### config.mk
export PLATFORM = sky130hd
export DESIGN_NAME = rank_seq
export DESIGN_NICKNAME = d
export VERILOG_FILES = /design/src/rtl/rank_seq.sv
export SDC_FILE = /design/constraint.sdc
export NUM_CORES = 1
export LEC_CHECK = 0
export BUFFER_PORTS_ARGS = -buffer_cell sky130_fd_sc_hd__buf_2
export CAP_MARGIN = 0
export CORE_MARGIN = 2
export CORE_UTILIZATION = 25
export CTS_CLUSTER_SIZE = 12
export DETAILED_ROUTE_END_ITERATION = 10
export PLACE_DENSITY_LB_ADDON = 0.08
export SLEW_MARGIN = 0
export SYNTH_ARGS = -nofsm -noshare
export SYNTH_HDL_FRONTEND = slang
export SYNTH_SLANG_ARGS = --single-unit
### constraint.sdc
create_clock -name clk -period 4.99 [get_ports clk]
set_input_delay 0.499 -clock clk [delete_from_list [all_inputs] [get_ports clk]]
set_output_delay 0.499 -clock clk [all_outputs]
set_load 0.01 [all_outputs]
### src/rtl/rank_seq.sv
// rank_seq: streams a k-combination (largest element first) and returns its colex rank sum C(c_i, i+1).
// Ports: start_valid/start_ready/start_k open a combination of k elements; elem_valid/elem_ready/elem
// carry the elements; out_valid/out_ready/rank/err return the result.
// Define RANK_CHECK_EN to flag out-of-range, non-descending or overflowing sequences on err.
module rank_seq #(
  parameter int NUM_WIDTH = 10,
  parameter int ROWS_NUM = 13,
  parameter int VALUE_WIDTH = 10,
  parameter int COL_WIDTH = 4,
  parameter int ROW_WIDTH = 4
) (
  input  logic                 clk,
  input  logic                 rst,
  input  logic                 start_valid,
  output logic                 start_ready,
  input  logic [COL_WIDTH-1:0] start_k,
  input  logic                 elem_valid,
  output logic                 elem_ready,
  input  logic [ROW_WIDTH-1:0] elem,
  output logic                 out_valid,
  input  logic                 out_ready,
  output logic [NUM_WIDTH-1:0] rank,
  output logic                 err
);
  typedef enum logic [1:0] {IDLE, ACCUM, DONE} state_t;
  state_t state;
  logic [NUM_WIDTH-1:0] acc, next_acc;
  logic [COL_WIDTH-1:0] pos;
  logic [VALUE_WIDTH-1:0] tbl [2**ROW_WIDTH][2**COL_WIDTH];
  function automatic longint pascal(int n, int r);
    longint row [ROWS_NUM];
    for (int i = 0; i < ROWS_NUM; i++) row[i] = 0;
    row[0] = 1;
    for (int i = 1; i <= n; i++)
      for (int j = i; j > 0; j--) row[j] = row[j] + row[j-1];
    return row[r];
  endfunction
  // Table is padded to the full index space so out-of-range elem/pos read 0.
  for (genvar n = 0; n < 2**ROW_WIDTH; n++) begin : g_row
    for (genvar r = 0; r < 2**COL_WIDTH; r++) begin : g_col
      if (n < ROWS_NUM && r < ROWS_NUM) begin : g_val
        assign tbl[n][r] = VALUE_WIDTH'(pascal(n, r));
      end else begin : g_zero
        assign tbl[n][r] = '0;
      end
    end
  end
  assign next_acc = acc + NUM_WIDTH'(tbl[elem][pos]);
  assign start_ready = state == IDLE;
  assign elem_ready = state == ACCUM;
  assign out_valid = state == DONE;
  assign rank = acc;
  always_ff @(posedge clk) begin
    if (rst) begin
      state <= IDLE;
      acc <= '0;
      pos <= '0;
    end else begin
      unique case (state)
        IDLE: if (start_valid) begin
          pos <= start_k;
          acc <= '0;
          state <= start_k == '0 ? DONE : ACCUM;
        end
        ACCUM: if (elem_valid) begin
          acc <= next_acc;
          pos <= pos - 1'b1;
          state <= pos == COL_WIDTH'(1) ? DONE : ACCUM;
        end
        DONE: if (out_ready) state <= IDLE;
        default: state <= IDLE;
      endcase
    end
  end
`ifdef RANK_CHECK_EN
  logic [ROW_WIDTH-1:0] prev;
  logic err_q, first;
  // A wrapped sum is smaller than the value it started from.
  always_ff @(posedge clk) begin
    if (rst) begin
      err_q <= 1'b0;
      first <= 1'b0;
      prev <= '0;
    end else if (state == IDLE && start_valid) begin
      err_q <= 32'(start_k) >= ROWS_NUM;
      first <= 1'b1;
    end else if (state == ACCUM && elem_valid) begin
      err_q <= err_q | (32'(elem) >= ROWS_NUM) | (!first && elem >= prev) | (next_acc < acc);
      first <= 1'b0;
      prev <= elem;
    end
  end
  assign err = err_q;
`else
  assign err = 1'b0;
`endif
endmodule

==> impl_metrics.tcl <==
set metrics [dict create \
    cp_top_family "compound AO/OA/AOI/OAI gates" \
    synth_fa_ha_area_frac 0.108 \
    rsz0062_at_grt "false" \
    io_buffer_count 25 \
    synth.top_cell.area_share 0.141 \
    clk_latency_ps 250 \
    path_clk_slew_ps 70 \
    yosysTopAreaCell "dfxtp_1" \
    muxShareOfSynthArea 0.0309 \
    crit_chain "buf_2 > inv_1 > ha_1 > nor2b_2 > nor2b_2 > a211oi_1 > o31a_1 > o31ai_1 > ha_1 > a21oi_2 > nor2b_2 > a311o_1 > a21oi_2 > mux2i_1 > o211ai_1" \
    grt_overflow 0 \
    peakVddDrop_uv 92.4 \
    switching_power_uw 227 \
    ctsHoldBuffers 0 \
    cts_resized 0 \
    syn_inst 320 \
    r2r_cells 14 \
    htreeDepth 1 \
    cts_buffer_depth 2 \
    maxCapViolCount 0 \
    critPathMaxStageDelay_ps 480 \
    grt_use_total 0.153 \
    hold_end "rank[2]" \
    vias 2378 \
    wl_mm 7.53 \
    min_path_type "flop to flop" \
    syn_area_um2 2270 \
    cts.sink_count 16 \
    slew-limit-headroom 0.624 \
    tightest_slew_ps 563 \
    initialDrtViolationCount 61 \
    antenna_left 0 \
    internal_power_uw 281 \
    p_leak_uw 0.000983 \
    synth_compound_area_frac 0.352 \
    cts_tree "yes" \
    status "finished, final reports clean" \
    stdcell_count 432 \
    rows 34 \
    cp.arrival_ps 3960 \
    syn_nets 352 \
    critical_path_class "primary input to flop" \
    postCtsSetupRepairBufs 0 \
    r2r-start "pos[0]" \
    grt_max_degree 35 \
    setup_violations 0 \
    synthSimpleGateAreaFrac 0.258 \
    clockPowerShare 0.202 \
    pwr-share-seq 0.290 \
    whs_ps 489 \
    ys.flop_type "dfxtp_1" \
    period_share 0.768 \
    core_um2 8760 \
    fin_worst_skew_ps 5.68 \
    ios 27 \
    cts_buffers 3 \
    seq_area_frac_synth 0.141 \
    synthTopCellsByArea "dfxtp_1 (14%), ha_1 (9.9%), a21oi_1 (7.5%), o21ai_0 (5.5%), nor2_1 (4.8%)" \
    vias_per_cell 5.50 \
    area_delta_synth_final_pct 7.84 \
    worst-path-buf-inv 2 \
    crit_top_cell "nor2b_2" \
    hold_viol 0 \
    ys_types 70 \
    synthArstFlopShare 0 \
    finalMaxSlewViolations 0 \
    grt_pass1_vias 2339 \
    combPwrFrac 0.508 \
    synth-edff-count 0 \
    wire_per_inst_um 17.4 \
    ys_warn_count 0 \
    start_util 0.259 \
    grt_pass1_wl_mm 12.3 \
    nNetsFinal 358 \
    firstDrtPassIters 4 \
    r2r_slack_ps 1560 \
    dp_hpwl_mm 5.55 \
    antenna_found_initial 0 \
    path_max_fanout 14 \
    place_inst 429 \
    tns_ps 0 \
    root_buffer "clkbuf_8" \
    die_w_um 99.2 \
    gp_congestion 0.832 \
    synth_top_family_by_area "compound AO/OA/AOI/OAI gates" \
    min_path_cells 2 \
    n_antenna_cell 0 \
    p_per_area_nw_per_um2 208 \
    start_kind "primary input" \
    r2r_end "rank[8]" \
    yosys_register_bits 16 \
    clock.fmax_mhz 261 \
    slowest_stage "o31ai_1" \
    avgSynthCellArea_um2 7.08 \
    fillers 1000 \
    worst_setup_path_end_kind "flop" \
    dieArea_um2 9850 \
    synth_xor_xnor_area_share 0.0232 \
    cp.depth 15 \
    drc 0 \
    drive_above_1_share 0.151 \
    p_sw_frac 0.447 \
    min-delay-start "rank[2]" \
    dieHeight_um 99.2 \
    cp_data_required_time_ps 5120 \
    fin_crit_ps 3830 \
]
sequential cells by signal, summed over array words and instances (netlist names):
signal  count
state       2
pos         4
rank       10
cells by family (layout without fill, tap and decap cells):
group / count (synthesis) / in the layout
buffers and inverters: 38 / 42
and+or+nand+nor: 111 / 111
DFF: 16 / 16
muxes: 7 / 7
adders and majority gates: 19 / 19
xor gates and xnor gates: 6 / 6
AOI/OAI and AO/OA: 122 / 122
other: 1 / 1
final cells by class:
cell class                      count  area [um^2]  area share
Clock buffer                        3         41.3      0.0169
Tap cell                          108          135      0.0553
Sequential cell                    16          320       0.131
Inverter                           11         46.3      0.0189
Multi-Input combinational cell    266         1750       0.718
Timing Repair Buffer               28          148      0.0604
placed cells by master, fill, tap and decap left out, drive strengths merged, types with 2 or more instances in the layout:
cell type and count:
ha 18, o211ai 4, nand3b 2, a31oi 5
nor2 31, and2 2, nor3 9, o31ai 2
xor2 4, a21o 3, inv 10, clkbuf 3
nor4 5, nand2 24, o31a 2, dfxtp 16
a22oi 7, a22o 3, o2111ai 2, a221oi 5
o22ai 4, mux2i 7, buf 28, o221ai 2
nand2b 10, xnor2 2, nand3 8, o21ai 27
or3 2, nor2b 12, a211oi 6, a21oi 36
worst max-delay path by stage:
| stage | startpoint | end | slack [ps] |
|---|---|---|---|
| after floorplan | elem[1] | rank[9] | 1550 |
| after global placement | elem[1] | rank[9] | 910 |
| after global routing | elem[1] | rank[9] | 940 |
| after detailed placement | elem[1] | rank[9] | 890 |
| final | elem[1] | rank[9] | 1160 |
| after CTS | elem[1] | rank[9] | 1150 |
routing by layer:
metal	wire length [um]	up-vias	global-route usage	share of wire
met4	193	0	0.0622	0.026
met1	3670	1129	0.206	0.49
met5	0	-	0	0
li1	-	1186	-	-
met3	236	12	0.0112	0.031
met2	3440	51	0.253	0.46
power by group through the flow:
stage	sequential [uW]	clock, uW	combinational, uW
final	148	103	258
after floorplan	144	0	198
after global placement	151	0	262
after CTS	148	106	257
after detailed placement	151	0	256
after global routing	150	115	287
per-stage QoR:
stage | area [um^2] | setup WS (ps) | utilization | total power (uW)
4_1_cts | 2440 | 1150 | 0.279 | 511
3_3_place_gp | 2400 | 913 | 0.274 | 413
3_5_place_dp | 2400 | 889 | 0.274 | 407
6_report | 2440 | 1160 | 0.279 | 508
5_1_grt | 2440 | 936 | 0.279 | 551
2_1_floorplan | 2270 | 1550 | - | 342
synthesized netlist by cell type (2+ instances only):
cell type	number
ha_1	18
a221oi_1	5
buf_4	5
inv_2	2
o2111ai_1	2
o211ai_1	4
nand3b_1	2
nor4_1	4
a21o_1	3
nand2b_1	9
a211oi_1	6
a22oi_1	7
nor2_1	29
a22o_1	3
nand3_1	7
nand2_1	24
a21oi_1	34
xor2_1	4
dfxtp_1	16
o21ai_0	25
buf_2	14
o31ai_1	2
o22ai_1	4
nor3_1	8
inv_1	8
mux2i_1	7
xnor2_1	2
a31oi_1	5
nor2b_1	9
o221ai_1	2
o31a_1	2
nor2_2	2
clkbuf_1	6
a21oi_2	2
nor2b_2	3
worst register-to-register path: stages, from the launching register on:
cell	delay (ps)
dfxtp_1	310
inv_1	330
nand2_1	180
o221ai_1	260
o21ai_0	140
a211oi_1	260
a21oi_1	90
ha_1	260
fa_1	410
a21o_1	190
a21oi_1	260
o21ai_0	140
nor2b_1	170
nor4b_1	250
a211o_1	140
Note: power is estimated with default switching activity, not from simulation.
